### config.mk
export PLATFORM = sky130hd
export DESIGN_NAME = mult_sched
export DESIGN_NICKNAME = d
export VERILOG_FILES = /design/src/rtl/mult_sched.sv
export SDC_FILE = /design/constraint.sdc
export NUM_CORES = 1
export LEC_CHECK = 0
export ABC_AREA = 1
export CORE_MARGIN = 3
export CORE_UTILIZATION = 43
export CTS_CLUSTER_DIAMETER = 30
export DETAILED_ROUTE_END_ITERATION = 8
export PLACE_DENSITY = 0.83
export SLEW_MARGIN = 20
export SYNTH_ARGS = -nofsm -noshare
export SYNTH_HDL_FRONTEND = slang
export SYNTH_SLANG_ARGS = --single-unit
### constraint.sdc
create_clock -name clk -period 2 [get_ports clk]
set_clock_uncertainty 0.2 [all_clocks]
set_input_delay 0.3 -clock clk [delete_from_list [all_inputs] [get_ports clk]]
set_output_delay 0.3 -clock clk [all_outputs]
set_load 0.02 [all_outputs]
### src/rtl/mult_sched.sv
// Round-robin scheduler sharing one repeated-addition multiplier datapath among NREQ requesters.
// Optional MUL-cycle watchdog enabled by defining MULT_WDOG_EN.
module mult_sched #(
    parameter int NREQ = 2,
    parameter int PW   = 16,
    parameter int WDOG = 255,
    localparam int SW  = (NREQ > 1) ? $clog2(NREQ) : 1
) (
    input  logic            clk,
    input  logic            rst_n,
    input  logic [NREQ-1:0] req,
    output logic [NREQ-1:0] gnt,
    output logic [NREQ-1:0] ack,
    output logic [SW-1:0]   sel,
    input  logic            eqz,
    input  logic [PW-1:0]   prod,
    output logic            LdA,
    output logic            LdB,
    output logic            LdP,
    output logic            clrP,
    output logic            decB,
    output logic [PW-1:0]   result,
    output logic            busy,
    output logic            err
);

    typedef enum logic [2:0] {IDLE, LOADA, LOADB, MUL, DONE} state_t;

    state_t        state;
    logic [SW-1:0] rr;
    logic [SW-1:0] pick;
    logic          any;
    logic          wdog_hit;

    // Lowest set bit above rr wins; if none above, the lowest overall (wrap).
    always_comb begin
        pick = '0;
        any  = 1'b0;
        for (int j = NREQ-1; j >= 0; j--) begin
            if (req[j]) begin
                pick = SW'(j);
                any  = 1'b1;
            end
        end
        for (int j = NREQ-1; j >= 0; j--) begin
            if (req[j] && (j > int'(rr)))
                pick = SW'(j);
        end
    end

`ifdef MULT_WDOG_EN
    localparam int WCW = (WDOG > 0) ? $clog2(WDOG+1) : 1;
    logic [WCW-1:0] wcnt;
    assign wdog_hit = (state == MUL) && !eqz && (wcnt == WCW'(WDOG));
`else
    logic unused_wdog;
    assign unused_wdog = (WDOG != 0);
    assign wdog_hit    = 1'b0;
    assign err         = 1'b0;
`endif

    assign LdA  = (state == LOADA);
    assign LdB  = (state == LOADB);
    assign clrP = (state == LOADB);
    assign LdP  = (state == MUL) && !eqz && !wdog_hit;
    assign decB = LdP;
    assign busy = (state != IDLE);

    always_ff @(posedge clk or negedge rst_n) begin
        if (!rst_n) begin
            state  <= IDLE;
            gnt    <= '0;
            ack    <= '0;
            sel    <= '0;
            result <= '0;
            rr     <= SW'(NREQ-1);
`ifdef MULT_WDOG_EN
            err    <= 1'b0;
            wcnt   <= '0;
`endif
        end else begin
            ack <= '0;
`ifdef MULT_WDOG_EN
            err <= 1'b0;
`endif
            case (state)
                IDLE: if (any) begin
                    gnt   <= {{(NREQ-1){1'b0}}, 1'b1} << pick;
                    sel   <= pick;
                    rr    <= pick;
                    state <= LOADA;
                end
                LOADA: state <= LOADB;
                LOADB: begin
`ifdef MULT_WDOG_EN
                    wcnt  <= '0;
`endif
                    state <= MUL;
                end
                MUL: begin
                    if (eqz || wdog_hit) begin
                        result <= prod;
                        ack    <= gnt;
                        state  <= DONE;
                    end
`ifdef MULT_WDOG_EN
                    if (wdog_hit) err  <= 1'b1;
                    else          wcnt <= wcnt + 1'b1;
`endif
                end
                DONE: begin
                    gnt   <= '0;
                    state <= IDLE;
                end
                default: state <= IDLE;
            endcase
        end
    end

endmodule
# Word level (Yosys, flattened, before mapping)

Index checks and enable logic that the tools add are counted.

Reduce and logical (&&, ||, !) cells: 10
$lt $le $gt $ge: 1
Equality and inequality tests: 6
Mux-type cells: 11
Shifts and indexed selects: 1

Operator list:

| kind                | count |
|---|---|
| $pmux 3 s4          | 1 |
| $reduce_and 2->1    | 4 |
| $eq 3x2->1 const B  | 2 |
| $mux 2              | 3 |
| $mux 3              | 2 |
| $mux 1              | 4 |
| $ne 2x2->1 const B  | 2 |
| $pmux 2 s2          | 1 |
| $eq 3x1->1 const B  | 1 |
| $eq 3x3->1 const B  | 1 |
| $logic_not 3->1     | 1 |
| $reduce_bool 3->1   | 1 |
| $logic_and 1x1->1   | 2 |
| $reduce_bool 2->1   | 1 |
| $shl 1x1->2 const A | 1 |
| $gt 1x1->1 const A  | 1 |
| $logic_not 1->1     | 1 |

Logic and storage cells: 35
Register bits: 25
Output and inout bits: 28
Input bits: 21

# Depth between registers and ports, before layout

Gate-level depths: netlist of the first run.

Word-level depth: 6
Depth in mapped cells: 6
Gate-level depth less buffers: 5

# Worst setup path after synthesis of the first run

Ideal clock, no wire load.

Path kind: register to output
Start point: register state[2]
End point: output port clrP
Required time: 1.500 ns
Cell stages (with the launch flop): 5
Arrival: 1.136 ns
Setup slack: 0.364 ns
Path buffers: 1
Cells stage by stage: dfrtp_1 inv_1 nand2_1 nor2_1 buf_4

Cells in the longest elaborated chain, start to end: 1

Ends and longest elaborated chain:

| element                | RTL line | RTL |
|---|---|---|
| start, declared        | 29       | `state_t state;` |
| start signal, assigned | 71       | `state <= IDLE;` |
| start signal, assigned | 91       | `state <= LOADA;` |
| start signal, assigned | 93       | `LOADA: state <= LOADB;` |
| $eq 3x2->1             | --       |  |
| end, declared          | 20       | `output logic clrP,` |

Every way passes these cells.

# Worst setup path after layout of the first run

Start point: register state[0]
End point: output port clrP

Cells in the longest elaborated chain, start to end: 1

Ends and longest elaborated chain:

| element    | RTL line | RTL |
|---|---|---|
| $eq 3x2->1 | 64       | `assign clrP = (state == LOADB);` |

Every way passes these cells.

==> results of run 1 <==
worst register-to-register path, stage by stage (launching register included):
cell     delay, ns
dfrtp_1       0.43
inv_1         0.15
nand3_2       0.13
nor2_4        0.32
nand2_1       0.10
nand2_1       0.08
per-stage QoR:
| stage | instances | TNS [ns] | setup WS, ns | power, W | cell area [µm²] |
|---|---|---|---|---|---|
| 2_1_floorplan | 122 | 0 | 0.364 | 0.00158 | 1050 |
| 3_3_place_gp | 196 | -0.0289 | -0.0146 | 0.00214 | 1540 |
| 3_5_place_dp | 196 | -0.149 | -0.0784 | 0.00218 | 1540 |
| 4_1_cts | 201 | -0.0153 | -0.00857 | 0.00238 | 1570 |
| 5_1_grt | 201 | 0 | 0.0113 | 0.00253 | 1560 |
| 6_report | 201 | 0 | 0.128 | 0.00235 | 1560 |
layer usage:
layer  vias to the layer above  track usage, %  share of wire [%]
met4                         0            5.21               0.51
met3                         2            5.14                7.9
met1                       420            19.5                 43
li1                        465               -                  -
met5                         -               0                  0
met2                        34            27.7                 49
timing repair:
action	4_1_cts	5_1_grt
setup buffers	1	0
hold buffers	0	0
endpoints found under the hold margin	0	0
gates resized for setup	6	10
endpoints found under the setup margin	6	5
final cells by class:
type | instances | area [µm²]
tap | 28 | 35.0
fill | 204 | 699
multi-input combinational | 84 | 350
inverter | 8 | 30.0
sequential | 25 | 627
timing repair buffer | 52 | 487
clock buffer | 4 | 26.3
flip-flops by register name (all words and copies together), names as in the netlist:
| register | count |
|---|---|
| state | 3 |
| gnt | 2 |
| rr | 1 |
| sel | 1 |
| ack | 2 |
| result | 16 |
report_power, final:
part | leakage, nW | switching (W) | internal [W]
Sequential | 0.313 | 0.000139 | 0.000731
Combinational | 0.472 | 0.000707 | 0.000558
Clock | 0.0150 | 0.000137 | 0.0000778
layout by cell type (no fill, tap or decap):
cell type and instances:
a21oi_1 1, buf_4 5, clkbuf_1 1, clkbuf_2 4, clkbuf_4 3, clkdlybuf4s15_1 1
clkdlybuf4s50_1 41, conb_1 1, dfrtp_1 24, dfstp_2 1, dlygate4sd2_1 1, inv_1 8
nand2_1 66, nand2_2 1, nand3_1 3, nand3_2 1, nand3b_1 1, nand4_1 2
nor2_1 5, nor2_2 2, nor2_4 1
cell families after synthesis:
family	after synthesis	share of synthesized area (%)
flip-flops	25	59.7
other	1	0.357
AO/OA/AOI/OAI	1	0.476
buffers and inverters	13	7.15
AND/OR/NAND/NOR	82	32.3
worst paths after layout:
kind	slack (ns)	to
worst min register to register	0.28	rr$_DFFE_PN1P_
worst max register to register	0.53	result[13]$_DFFE_PN0P_
worst max-delay path	0.13	clrP
min in group clk	0.28	rr$_DFFE_PN1P_
max in group asynchronous	1.17	rr$_DFFE_PN1P_
worst min-delay path	0.14	result[0]$_DFFE_PN0P_
==> metrics.csv, run 1 <==
stage,metric,value,unit
setup_path,crit_path_start,state[0]$_DFFE_PN0P_,
timing,hold_viol,0,
finish,drive_gt1_share,10.4,%
setup_path,path_delay_family,flip-flops,
floorplanning,die_h,55.4,µm
drt,drc_errors,0,
finish,antenna-diode-count,0,
synthesis,synth_area_leaders,"dfrtp_1, nand2_1, inv_1",
floorplanning,die-area,3070,µm²
setup_path,cp_num_buf_inv,3,
timing,slew_viol_final,0,
setup_path,slowest_stage,dfrtp_1,
run_status,status,completed,
synthesis,yosysWarnings,0,
grt,grt.overflow.total,0,
timing,setup_viol,0,
setup_path,required,1.50,ns
clock_network,clk_pin_slew,0.13,ns
synthesis,synth.distinct_cells,16,
synthesis,netlist.area_leader.share,57.2,%
synthesis,synth.most_common_cell,nand2_1,
clock_network,cts_buffer_depth,2,
floorplanning,initial_core_util,46.6,%
synthesis,synth-main-ff-cell,dfrtp_1,
clock_network,cts_sinks,25,
setup_path,cp-start-kind,register,
synthesis,synth_seq_cells,25,
placement,gp_congestion,0.800,
pwr,power_density,1510,nW/µm²
setup_path,cp_data_arrival_time,1.37,ns
drt,drt_iter0_drc,12,
setup_path,crit_fanout,5,
timing,holdWs,0.139,ns
finish,layout.nets,195,
synthesis,syn_nets,143,
setup_path,cpPeakStageDelay,0.45,ns
timing,grt_setup_unrepaired,false,
finish,fin_util,69.0,%
clock_network,clock_latency,0.30,ns
clock_network,root_buffer,clkbuf_4,
timing,min_period_over_period,93.6,%
timing,fin_crit,1.87,ns
drt,via_count,921,
drt,first_pass_iters,4,
synthesis,synth_area,1050,µm²
floorplanning,core,2250,µm²
synthesis,synth_edf_count,0,
setup_path,crit_chain,buf_4 > inv_1 > nand2_1 > nor2_1 > clkbuf_2,
job,max-cap-violations,0,
drt,wl_per_cell,11.7,µm
pwr,vdd_drop_max,0.000932,V
grt,grt_pass1_wl,4060,µm
drt,routed_wl,2350,µm
pwr,power.leakage,0.800,nW
min_path,min_path_type,in2async,
floorplanning,die_x,55.4,µm
clock_network,htree_levels,1,
clock_network,numCtsBuffers,3,
timing,max_freq,534,MHz
grt,grt_max_degree,26,
clock_network,cts_tree,done,
placement,io_buffers,47,
synthesis,ys_async_sr_fraction,100,%
synthesis,synthTopCellsByCount,"nand2_1, dfrtp_1, inv_1, nor2_1",
synthesis,synthCells,122,
placement,hpwlAfterDp,1850,µm
synthesis,ys_seq_area_share,59.7,%
grt,track_usage,16.3,%
drt,viasPerCell,4.58,
setup_path,cp-end-kind,output port,
finish,areaGrowthSynthToFinish,48.2,%
setup_path,reg2reg_depth,5,
drt,ant_nets,0,
setup_path,path_depth,5,
setup_path,criticalPathCategory,reg2out,
synthesis,synth_area_per_cell,8.60,µm²
synthesis,yosys.area.top_type,dfrtp_1,
grt,antenna_found_initial,0,
floorplanning,ios,49,
grt,grt_pass1_vias,935,
floorplanning,rows,17,
setup_path,r2r_start,state[2]$_DFFE_PN0P_,
Note: power is estimated with default switching activity, not from simulation.
==> inputs of run 2 (changes only) <==
Settings changed: SKIP_LAST_GASP set to 1.
==> run 2 against run 1 <==
  * Clock power barely moved
  * Sequential share of layout area barely moved
  * Count of clock-buffer cells in the layout did not move
  * Sequential cell count did not move
  * Maximum frequency fell by 0.88%
  * First-iteration DRC count did not move
  * Cell count did not move
  * Critical path depth fell by 1
  * Critical endpoint is now LdA
  * Largest power group unchanged
==> metrics.csv, run 2 (synthesized netlist as in run 1, its figures left out) <==
stage,metric,value,unit
run_status,status,completed,
finish,drive_gt1_share,10.4,%
setup_path,crit_fanout,5,
setup_path,criticalPathCategory,reg2out,
drt,viasPerCell,4.58,
clock_network,root_buffer,clkbuf_4,
floorplanning,die_x,55.4,µm
setup_path,slowest_stage,dfrtp_1,
min_path,min_path_type,in2async,
floorplanning,core,2250,µm²
drt,drt_iter0_drc,12,
drt,routed_wl,2350,µm
setup_path,cp-end-kind,output port,
pwr,power.total,0.00235,W
floorplanning,initial_core_util,46.6,%
placement,gp_congestion,0.800,
timing,slew_viol_final,0,
drt,wl_per_cell,11.7,µm
floorplanning,die_h,55.4,µm
clock_network,hold_buffers,0,
finish,largest_register_ffs,16,
floorplanning,ios,49,
timing,fin_crit,1.89,ns
setup_path,reg2reg_depth,5,
setup_path,cpPeakStageDelay,0.43,ns
floorplanning,die-area,3070,µm²
timing,setup_viol,0,
placement,hpwlAfterDp,1850,µm
setup_path,path_delay_family,buffers and inverters,
clock_network,cts_tree,done,
drt,via_count,921,
clock_network,htree_levels,1,
timing,min_period_over_period,94.4,%
pwr,power_density,1510,nW/µm²
pwr,power.leakage,0.802,nW
setup_path,cp-start-kind,register,
timing,grt_setup_unrepaired,true,
finish,antenna-diode-count,0,
finish,num-fill-cells,205,
clock_network,numCtsBuffers,3,
finish,fin_util,68.9,%
clock_network,cts_buffer_depth,2,
finish,regMostFlops,result,
setup_path,cp_data_arrival_time,1.39,ns
clock_network,clk_pin_slew,0.13,ns
grt,antenna_found_initial,0,
clock_network,clock_latency,0.30,ns
drt,ant_nets,0,
timing,max_freq,529,MHz
placement,io_buffers,47,
job,max-cap-violations,0,
finish,register_area,627,µm²
setup_path,cp_num_buf_inv,3,
clock_network,cts_sinks,25,
grt,grt.overflow.total,0,
grt,track_usage,16.3,%
timing,setup_slack,0.111,ns
finish,layout_common_cells,"nand2_1, clkdlybuf4s50_1, dfrtp_1, inv_1",
setup_path,crit_chain,inv_1 > nand3_1 > inv_1 > dlygate4sd2_1,
setup_path,rr_endpoint,result[13]$_DFFE_PN0P_,
setup_path,required,1.50,ns
grt,grt_pass1_wl,4060,µm
finish,areaGrowthSynthToFinish,48.0,%
finish,layout.nets,195,
finish,multi_input_area,350,µm²
pwr,vdd_drop_max,0.000931,V
finish,layout_commonest_cell,nand2_1,
floorplanning,rows,17,
setup_path,r2r_start,state[2]$_DFFE_PN0P_,
drt,drc_errors,0,
placement,dp_slack,-0.0784,ns
setup_path,critPathMostFrequentCell,inv_1,
setup_path,rrSetupSlack,0.53,ns
timing,hold_viol,0,
finish,top_regs,"result (16), state (3)",
drt,first_pass_iters,4,
grt,grt_pass1_vias,935,
grt,grt_max_degree,26,
-- run 2: changes by cell type in the layout (fill, tap and decap cells not counted) --
cell and change:
dlygate4sd2_1 +1, clkdlybuf4s15_1 -1
-- run 2: worst max-delay path by stage --
| stage | to | cells after the start | start | slack [ns] |
|---|---|---|---|---|
| finish | LdA | 4 | state[2]$_DFFE_PN0P_ | 0.11 |
| floorplan | clrP | 4 | state[2]$_DFFE_PN0P_ | 0.36 |
| global placement | LdP | 5 | eqz | -0.01 |
| CTS | clrP | 5 | state[0]$_DFFE_PN0P_ | -0.009 |
| global route | LdA | 4 | state[2]$_DFFE_PN0P_ | -0.01 |
| detailed placement | decB | 5 | eqz | -0.08 |
-- run 2: what timing repair did --
action,CTS,global route
endpoints found under the hold margin,0,0
buffers inserted,1,0
endpoints found under the setup margin,6,5
resized for setup,6,9
pin swaps,0,0
-- run 2: layer usage --
| metal | vias up | global-route usage, % | wire length, µm |
|---|---|---|---|
| met4 | 0 | 5.21 | 12 |
| met1 | 420 | 19.5 | 1010 |
| met3 | 2 | 5.14 | 186 |
| met5 | - | 0 | 0 |
| met2 | 34 | 27.7 | 1150 |
| li1 | 465 | - | - |
-- run 2: cell type report --
type	instances	area share (%)
flip-flops and latches	25	40.3
repair buffers	52	31.2
multi-input cells	84	22.5
well taps	28	2.25
inverters	8	1.93
clock buffers	4	1.69
-- run 2: stage by stage --
| step | instance area [µm²] | instances | TNS [ns] | hold WS [ns] |
|---|---|---|---|---|
| 3_5_place_dp | 1540 | 196 | -0.149 | 0.259 |
| 4_1_cts | 1570 | 201 | -0.0153 | 0.143 |
| 5_1_grt | 1550 | 201 | -0.00989 | 0.144 |
| 6_report | 1550 | 201 | 0 | 0.139 |
| 3_3_place_gp | 1540 | 196 | -0.0289 | 0.255 |
| 2_1_floorplan | 1050 | 122 | 0 | -0.196 |
-- run 2: power breakdown --
part,total (W),internal [W],switching (W)
logic,0.00126,0.000556,0.000706
clock network,0.000215,0.0000778,0.000137
registers,0.000870,0.000731,0.000139
